==> src/rtl/imem_loader.sv <==
// imem_loader: assembles a framed big-endian byte stream into instruction words
// and writes them to instruction memory. Optional trailing XOR checksum: LOADER_CHECKSUM_EN.
`ifndef ISA_WIDTH
`define ISA_WIDTH 32
`endif

module imem_loader #(
    parameter int ADDR_WIDTH = 14,
    parameter int BASE_ADDR  = 0,
    parameter int DATA_WIDTH = `ISA_WIDTH
) (
    input  logic                  clock,
    input  logic                  reset,
    input  logic                  start,
    input  logic                  rx_valid,
    input  logic [7:0]            rx_data,
    output logic                  rx_ready,
    output logic                  imem_we,
    output logic [ADDR_WIDTH-1:0] imem_addr,
    output logic [DATA_WIDTH-1:0] imem_wdata,
    output logic                  cpu_hold,
    output logic                  busy,
    output logic                  done,
    output logic                  error,
    output logic [2:0]            dbg_state
);

    // Byte handshake: a byte moves on every rising edge where rx_valid && rx_ready.
    localparam logic [2:0] S_IDLE   = 3'd0;
    localparam logic [2:0] S_LEN_HI = 3'd1;
    localparam logic [2:0] S_LEN_LO = 3'd2;
    localparam logic [2:0] S_DATA   = 3'd3;
    localparam logic [2:0] S_WRITE  = 3'd4;
    localparam logic [2:0] S_DONE   = 3'd5;
    localparam logic [2:0] S_ERROR  = 3'd6;
`ifdef LOADER_CHECKSUM_EN
    localparam logic [2:0] S_CHECK  = 3'd7;
`endif

    localparam logic [31:0]           DEPTH = 32'(1) << ADDR_WIDTH;
    localparam logic [31:0]           LIMIT = DEPTH - 32'(BASE_ADDR);
    localparam logic [ADDR_WIDTH-1:0] BASE  = ADDR_WIDTH'(BASE_ADDR);

    logic [2:0]            state_q, state_d;
    logic [ADDR_WIDTH-1:0] addr_q, addr_d;
    logic [DATA_WIDTH-1:0] shift_q, shift_d;
    logic [15:0]           cnt_q, cnt_d;
    logic [1:0]            idx_q, idx_d;
`ifdef LOADER_CHECKSUM_EN
    logic [7:0]            csum_q, csum_d;
`endif

    logic        xfer;
    logic [15:0] len_n;

    assign xfer  = rx_valid && rx_ready;
    assign len_n = {cnt_q[15:8], rx_data};

    always_comb begin
        rx_ready = 1'b0;
        case (state_q)
            S_LEN_HI, S_LEN_LO, S_DATA: rx_ready = 1'b1;
`ifdef LOADER_CHECKSUM_EN
            S_CHECK:                    rx_ready = 1'b1;
`endif
            default:                    rx_ready = 1'b0;
        endcase
    end

    assign imem_we    = (state_q == S_WRITE);
    assign imem_addr  = addr_q;
    assign imem_wdata = shift_q;
    assign busy       = !((state_q == S_IDLE) || (state_q == S_DONE) || (state_q == S_ERROR));
    assign cpu_hold   = busy;
    assign done       = (state_q == S_DONE);
    assign error      = (state_q == S_ERROR);
    assign dbg_state  = state_q;

    always_comb begin
        state_d = state_q;
        addr_d  = addr_q;
        shift_d = shift_q;
        cnt_d   = cnt_q;
        idx_d   = idx_q;
`ifdef LOADER_CHECKSUM_EN
        csum_d  = csum_q;
`endif
        case (state_q)
            S_IDLE, S_DONE, S_ERROR: begin
                if (start) begin
                    state_d = S_LEN_HI;
                    addr_d  = BASE;
                    cnt_d   = 16'h0000;
                    idx_d   = 2'd0;
`ifdef LOADER_CHECKSUM_EN
                    csum_d  = 8'h00;
`endif
                end
            end
            S_LEN_HI: begin
                if (xfer) begin
                    cnt_d   = {rx_data, 8'h00};
                    state_d = S_LEN_LO;
                end
            end
            S_LEN_LO: begin
                if (xfer) begin
                    cnt_d = len_n;
                    idx_d = 2'd0;
                    if (len_n == 16'h0000) begin
`ifdef LOADER_CHECKSUM_EN
                        state_d = S_CHECK;
`else
                        state_d = S_DONE;
`endif
                    end else if ({16'h0000, len_n} > LIMIT) begin
                        state_d = S_ERROR;
                    end else begin
                        state_d = S_DATA;
                    end
                end
            end
            S_DATA: begin
                if (xfer) begin
                    shift_d = {shift_q[DATA_WIDTH-9:0], rx_data};
                    idx_d   = idx_q + 2'd1;
`ifdef LOADER_CHECKSUM_EN
                    csum_d  = csum_q ^ rx_data;
`endif
                    if (idx_q == 2'd3) begin
                        state_d = S_WRITE;
                    end
                end
            end
            S_WRITE: begin
                // The write pulse uses the current address; advance for the next word.
                addr_d = addr_q + ADDR_WIDTH'(1);
                cnt_d  = cnt_q - 16'd1;
                if (cnt_q == 16'd1) begin
`ifdef LOADER_CHECKSUM_EN
                    state_d = S_CHECK;
`else
                    state_d = S_DONE;
`endif
                end else begin
                    state_d = S_DATA;
                end
            end
`ifdef LOADER_CHECKSUM_EN
            S_CHECK: begin
                if (xfer) begin
                    state_d = (rx_data == csum_q) ? S_DONE : S_ERROR;
                end
            end
`endif
            default: state_d = S_IDLE;
        endcase
    end

    always_ff @(posedge clock or posedge reset) begin
        if (reset) begin
            state_q <= S_IDLE;
            addr_q  <= BASE;
            shift_q <= '0;
            cnt_q   <= 16'h0000;
            idx_q   <= 2'd0;
`ifdef LOADER_CHECKSUM_EN
            csum_q  <= 8'h00;
`endif
        end else begin
            state_q <= state_d;
            addr_q  <= addr_d;
            shift_q <= shift_d;
            cnt_q   <= cnt_d;
            idx_q   <= idx_d;
`ifdef LOADER_CHECKSUM_EN
            csum_q  <= csum_d;
`endif
        end
    end

endmodule

==> config.mk <==
export PLATFORM = sky130hd
export DESIGN_NAME = imem_loader
export DESIGN_NICKNAME = d
export VERILOG_FILES = /design/src/rtl/imem_loader.sv
export SDC_FILE = /design/constraint.sdc
export NUM_CORES = 1
export LEC_CHECK = 0
export ABC_CLOCK_PERIOD_IN_PS = 2250
export CORE_ASPECT_RATIO = 0.8
export CORE_MARGIN = 1
export CORE_UTILIZATION = 46
export CTS_BUF_LIST = sky130_fd_sc_hd__clkbuf_16
export DETAILED_ROUTE_END_ITERATION = 6
export HOLD_SLACK_MARGIN = 0.02
export PLACE_DENSITY = 0.83
export SLEW_MARGIN = 20
export SYNTH_ARGS = -nofsm -noshare
export SYNTH_HDL_FRONTEND = slang
export SYNTH_SLANG_ARGS = --single-unit
==> constraint.sdc <==
create_clock -name clock -period 2.25 [get_ports clock]
set_clock_uncertainty 0.15 [all_clocks]
set_input_delay 0.225 -clock clock [delete_from_list [all_inputs] [get_ports clock]]
set_output_delay 0.225 -clock clock [all_outputs]
set_load 0.01 [all_outputs]
==> results of run 1 <==
layout make-up:
| cell class | instances | area (µm²) |
|---|---|---|
| fillers | 533 | 2270 |
| well taps | 87 | 109 |
| flip-flops and latches | 67 | 1680 |
| repair buffers | 101 | 946 |
| clock buffers | 9 | 225 |
| clock inverters | 7 | 92.6 |
| inverters | 11 | 41.3 |
| multi-input cells | 232 | 1600 |
cells in the mapped netlist, types with 2 or more instances:
| cell | number |
|---|---|
| nand2_1 | 17 |
| a32oi_1 | 5 |
| nand4_1 | 6 |
| and3b_1 | 2 |
| a31oi_1 | 6 |
| o221ai_1 | 2 |
| a22o_1 | 3 |
| nor2_1 | 26 |
| o41ai_1 | 2 |
| and2_1 | 2 |
| nor3_1 | 7 |
| o31ai_1 | 2 |
| dfrtp_1 | 67 |
| inv_1 | 11 |
| a21oi_1 | 19 |
| nand3_1 | 6 |
| nand2b_1 | 2 |
| o311ai_0 | 2 |
| or4_1 | 2 |
| nor4_1 | 3 |
| nor3b_1 | 2 |
| clkbuf_1 | 17 |
| mux2_2 | 33 |
| a22oi_1 | 4 |
| o21ai_0 | 50 |
| ha_1 | 4 |
| xnor2_1 | 4 |
| nor2b_1 | 6 |
sequential cells by signal, summed over array words and instances, names as in the netlist:
register and cells:
imem_wdata 32, dbg_state 3, idx_q 2, imem_addr 14
cnt_q 16
path summary, 6_finish.rpt:
path,slack [ps],from,endpoint,cells after the start
setup reg to reg,-3,cnt_q[6],dbg_state[1],5
min in group clock,350,imem_addr[13],imem_addr[13],1
setup / recovery,-3,cnt_q[6],dbg_state[1],5
hold / removal,130,reset,imem_wdata[27],3
hold reg to reg,350,imem_addr[13],imem_addr[13],1
max in group asynchronous,1510,reset,dbg_state[0],3
worst reg2reg max path, delay by kind of cell, from the launching register on:
kind          cells  cell delay, ps
simple gates      5            1590
flops             1             400
per-stage QoR:
stage / setup TNS (ps) / instance area (µm²) / utilization
2_1_floorplan: 0 / 3340 / -
3_3_place_gp: -139 / 4300 / 0.617
3_5_place_dp: -1330 / 4300 / 0.617
4_1_cts: 0 / 4640 / 0.666
5_1_grt: -195 / 4690 / 0.674
6_report: -3.29 / 4690 / 0.674
routing by layer:
metal / track usage / vias up / part of all wire
li1: - / 1402 / -
met1: 0.341 / 1470 / 0.43
met2: 0.396 / 169 / 0.48
met3: 0.0508 / 22 / 0.076
met4: 0.0912 / 0 / 0.017
met5: 0 / - / 0
power by group through the flow:
| stage | combinational (mW) | sequential, mW | clock (mW) |
|---|---|---|---|
| after global placement | 2.96 | 2.03 | 0 |
| after floorplan | 1.51 | 2.13 | 0 |
| after CTS | 3.10 | 2.07 | 1.51 |
| after global routing | 3.46 | 2.15 | 1.56 |
| final | 3.23 | 2.08 | 1.50 |
| after detailed placement | 3.03 | 2.06 | 0 |
logic make-up (layout without fill, tap and decap cells):
logic type               Yosys count  after routing  synth area share
flip-flops                        67             67             0.502
XOR/XNOR                           5              5            0.0131
AO/OA/AOI/OAI                    100            100             0.177
AND/OR/NAND/NOR                   89             89             0.139
multiplexers                      34             34             0.118
buffers and inverters             30            128            0.0349
adder cells (fa/ha/maj)            4              4            0.0150
repair_timing:
item	in CTS	in global routing
gates resized for setup	6	7
buffers inserted	0	3
pin swaps	2	1
setup endpoints to repair	7	12
hold buffers	0	0
==> impl_metrics.env, run 1 <==
export IMPL_setup_ws_ps=-3.29
export IMPL_clock_latency_ps=330
export IMPL_finalCriticalPeriod_ps=2250
export IMPL_grt_pass1_wl_um=14900
export IMPL_crit_required_ps=2300
export IMPL_io_pins=67
export IMPL_final_cell_mix="66 x clkdlybuf4s50_1, 65 x dfrtp_1, 50 x o21ai_0"
export IMPL_whs_ps=132
export IMPL_fin_cells=514
export IMPL_grt_start_max_net_pins=68
export IMPL_drv_cap=0
export IMPL_netlist_area_mm2=0.00334
export IMPL_ys_types=45
export IMPL_dp_hpwl_um=5930
export IMPL_cp_num_buf_inv=0
export IMPL_clk_pin_slew_ps=60
export IMPL_violations="setup timing"
export IMPL_synth_ff_type="dfrtp_1"
export IMPL_layout_commonest_cell="clkdlybuf4s50_1"
export IMPL_total_power_mw=6.81
export IMPL_final_hold_viol_count=0
export IMPL_cts_inserted_buffers=9
export IMPL_sw_frac_of_total=0.358
export IMPL_grt_pass1_vias=2986
export IMPL_clock_fmax_mhz=444
export IMPL_antenna_found_initial=0
export IMPL_synth_edf_count=0
export IMPL_worstPathCellList="or4_4, or4b_4, or4_4, nand2_2, nand4_1"
export IMPL_dp_cells=495
export IMPL_fin_crit_sh=1.00
export IMPL_port_buffers=66
export IMPL_worst_path_dominant_cell_family="simple AND/OR/NAND/NOR gates"
export IMPL_crit_top_cell="or4_4"
export IMPL_synth_nets=345
export IMPL_drtIter0Drc=332
export IMPL_start_util=0.480
export IMPL_cts_tree="built"
export IMPL_min_path_type="in2async"
export IMPL_drc=0
export IMPL_avgSynthCellArea_um2=10.1
export IMPL_critPathMaxStageDelay_ps=520
export IMPL_power_share_sequential=0.305
export IMPL_drive_above_1_share=0.232
export IMPL_fin_nets=438
export IMPL_slew_violations=0
export IMPL_synth_top_area_frac=0.502
export IMPL_synthTopCellsByArea="dfrtp_1 50%, mux2_2 11%, o21ai_0 7.5%, nor2_1 2.9%, a21oi_1 2.8%"
export IMPL_htree_num_levels=3
export IMPL_cts_sinks=67
export IMPL_n_antenna_cell=0
export IMPL_clock_root_buffer="clkbuf_16"
export IMPL_switching_power_mw=2.44
export IMPL_yosys_warnings=0
export IMPL_first_pass_iters=5
export IMPL_slew_headroom=0.595
export IMPL_dieArea_mm2=0.00760
export IMPL_setup_violations_final=1
export IMPL_final_antenna_net_count=0
export IMPL_core_area_mm2=0.00696
export IMPL_syn_to_final_growth_pct=40.6
export IMPL_synth_seq_area_share=0.502
export IMPL_p_int_mw=4.37
export IMPL_cp_start_kind="flop"
export IMPL_async_flop_share=1.00
export IMPL_die_h_um=78.2
export IMPL_via_count=3063
export IMPL_crit_type="reg2reg"
export IMPL_cp_arrival_ps=2310
export IMPL_timing_worst_slew_pin_value_ps=608
export IMPL_grt_usage=0.249
export IMPL_overflow=0
export IMPL_critPathMaxFanout=2
export IMPL_vias_per_cell=5.96
export IMPL_p_leak_nw=1.99
export IMPL_syn_inst=329
export IMPL_synth_top_area_cell="dfrtp_1"
export IMPL_outcome="finished with violations"
export IMPL_rows=27
export IMPL_cp_end_kind="flop"
export IMPL_clkPwrFrac=0.220
export IMPL_combPwrFrac=0.474
export IMPL_routed_wl_um=9070
export IMPL_gp_congestion=0.897
export IMPL_slowest_stage="or4_4"
export IMPL_avgRoutedWirePerCell_um=17.6
export IMPL_rsz0062_at_grt="yes"
export IMPL_chipWidth_um=97.2
export IMPL_cts_path_max_buffers=2
export IMPL_place_ws_ps=-156
export IMPL_ys_ff_latch=67
export IMPL_ir_drop_mv=0.916
export IMPL_p_per_area_mw_per_mm2=1450
Note: power is estimated with default switching activity, not from simulation.
==> run 2, diff against run 1 <==
--- a/config.mk
+++ b/config.mk
@@ -9,7 +9,7 @@
 export CORE_ASPECT_RATIO = 0.8
 export CORE_MARGIN = 1
 export CORE_UTILIZATION = 46
-export CTS_BUF_LIST = sky130_fd_sc_hd__clkbuf_16
+export CTS_CLUSTER_DIAMETER = 100
 export DETAILED_ROUTE_END_ITERATION = 6
 export HOLD_SLACK_MARGIN = 0.02
 export PLACE_DENSITY = 0.83
==> impl_metrics.env, run 2 (synthesized netlist as in run 1, its figures left out) <==
export IMPL_outcome="finished with violations"
export IMPL_violations="setup timing"
export IMPL_core_area_mm2=0.00696
export IMPL_cts_sinks=67
export IMPL_final_cell_mix="65 x dfrtp_1, 62 x clkdlybuf4s50_1, 50 x o21ai_0"
export IMPL_final_setup_tns_ps=-63.7
export IMPL_slew_violations=0
export IMPL_syn_to_final_growth_pct=38.5
export IMPL_place_area_mm2=0.00430
export IMPL_chipWidth_um=97.2
export IMPL_dp_hpwl_um=5930
export IMPL_ff2ff_setup_slack_ps=-40
export IMPL_grt_usage=0.245
export IMPL_rsz0062_at_grt="yes"
export IMPL_crit_type="reg2reg"
export IMPL_cp_arrival_ps=2410
export IMPL_sw_frac_of_total=0.370
export IMPL_largest_reg_flops=32
export IMPL_overflow=0
export IMPL_cts_tree="built"
export IMPL_dieArea_mm2=0.00760
export IMPL_p_leak_nw=2.00
export IMPL_start_util=0.480
export IMPL_clock_latency_ps=350
export IMPL_grt_pass1_vias=2937
export IMPL_vias_per_cell=5.98
export IMPL_clock_root_buffer="clkbuf_8"
export IMPL_layout_commonest_cell="dfrtp_1"
export IMPL_fin_nets=438
export IMPL_grt_start_max_net_pins=68
export IMPL_crit_required_ps=2370
export IMPL_die_h_um=78.2
export IMPL_avgRoutedWirePerCell_um=17.7
export IMPL_drive_above_1_share=0.237
export IMPL_slew_headroom=0.575
export IMPL_power_share_sequential=0.319
export IMPL_final_antenna_net_count=0
export IMPL_timing_worst_slew_pin_value_ps=638
export IMPL_port_buffers=66
export IMPL_setup_violations_final=2
export IMPL_finalCriticalPeriod_ps=2290
export IMPL_switching_power_mw=2.40
export IMPL_p_int_mw=4.09
export IMPL_cts_inserted_buffers=9
export IMPL_fin_crit_sh=1.02
export IMPL_critPathMaxFanout=2
export IMPL_drc=0
export IMPL_cp_start_kind="flop"
export IMPL_n_fill_cell=542
export IMPL_via_count=3076
export IMPL_combPwrFrac=0.500
export IMPL_clkPwrFrac=0.181
export IMPL_cts_path_max_buffers=2
export IMPL_design_area_mm2=0.00462
export IMPL_clock_fmax_mhz=436
export IMPL_setup_ws_ps=-44.0
export IMPL_htree_num_levels=3
export IMPL_clk_pin_slew_ps=80
export IMPL_io_pins=67
export IMPL_gp_congestion=0.897
export IMPL_postCtsHoldBufs=0
export IMPL_min_path_type="in2async"
export IMPL_cp_end_kind="flop"
export IMPL_whs_ps=106
export IMPL_antenna_found_initial=0
export IMPL_drtIter0Drc=206
export IMPL_p_per_area_mw_per_mm2=1400
export IMPL_grt_pass1_wl_um=14700
export IMPL_first_pass_iters=5
export IMPL_drv_cap=0
export IMPL_routed_wl_um=9090
export IMPL_ir_drop_mv=0.784
export IMPL_final_hold_viol_count=0
export IMPL_n_antenna_cell=0
export IMPL_rows=27
-- run 2: cell type report --
class                           count  area, µm²  area share
Clock buffer                       11        151      0.0328
Clock inverter                      5       85.1      0.0184
Tap cell                           87        109      0.0236
Timing Repair Buffer              101        958       0.207
Sequential cell                    67       1680       0.363
Inverter                           11       41.3     0.00893
Multi-Input combinational cell    232       1600       0.346
-- run 2: through the flow --
step | total power [mW] | utilization | cells | setup WS, ps
finish | 6.49 | 0.664 | 514 | -44.0
global route | 6.84 | 0.664 | 514 | -111
CTS | 6.36 | 0.655 | 511 | -13.0
detailed placement | 5.09 | 0.617 | 495 | -156
global placement | 4.99 | 0.617 | 495 | -33.8
floorplan | 3.64 | - | 329 | 13.2
-- run 2: path summary, 6_finish.rpt --
kind | from | end | cells after the start
worst max-delay path | cnt_q[7] | dbg_state[2] | 4
worst min-delay path | reset | imem_wdata[27] | 3
max in group asynchronous | reset | dbg_state[0] | 3
worst max register to register | cnt_q[7] | dbg_state[2] | 4
worst min register to register | imem_addr[13] | imem_addr[13] | 1
min in group clock | imem_addr[13] | imem_addr[13] | 1
-- run 2: worst max-delay path, cell delays in order, from the launching register on --
cell and delay (ps):
dfrtp_1 400, or4_4 540, or4b_4 480, or4_4 440
o221ai_1 200
-- run 2: layer usage --
| layer | wire length [µm] | up-vias | global-route usage |
|---|---|---|---|
| met3 | 658 | 23 | 0.0597 |
| met5 | 0 | - | 0 |
| met2 | 4470 | 157 | 0.387 |
| li1 | - | 1400 | - |
| met1 | 3780 | 1496 | 0.330 |
| met4 | 177 | 0 | 0.0926 |
-- run 2: timing repair --
item	CTS	global route
hold endpoints to repair	0	0
buffers inserted	0	3
pin swaps	2	0
resized for setup	7	10
endpoints found under the setup margin	6	11
-- run 2: power by group through the flow --
| stage | clock network [mW] | registers (mW) | logic (mW) |
|---|---|---|---|
| after floorplan | 0 | 2.13 | 1.51 |
| after global placement | 0 | 2.03 | 2.96 |
| after detailed placement | 0 | 2.06 | 3.03 |
| after CTS | 1.19 | 2.07 | 3.10 |
| after global routing | 1.23 | 2.14 | 3.47 |
| final | 1.17 | 2.07 | 3.25 |
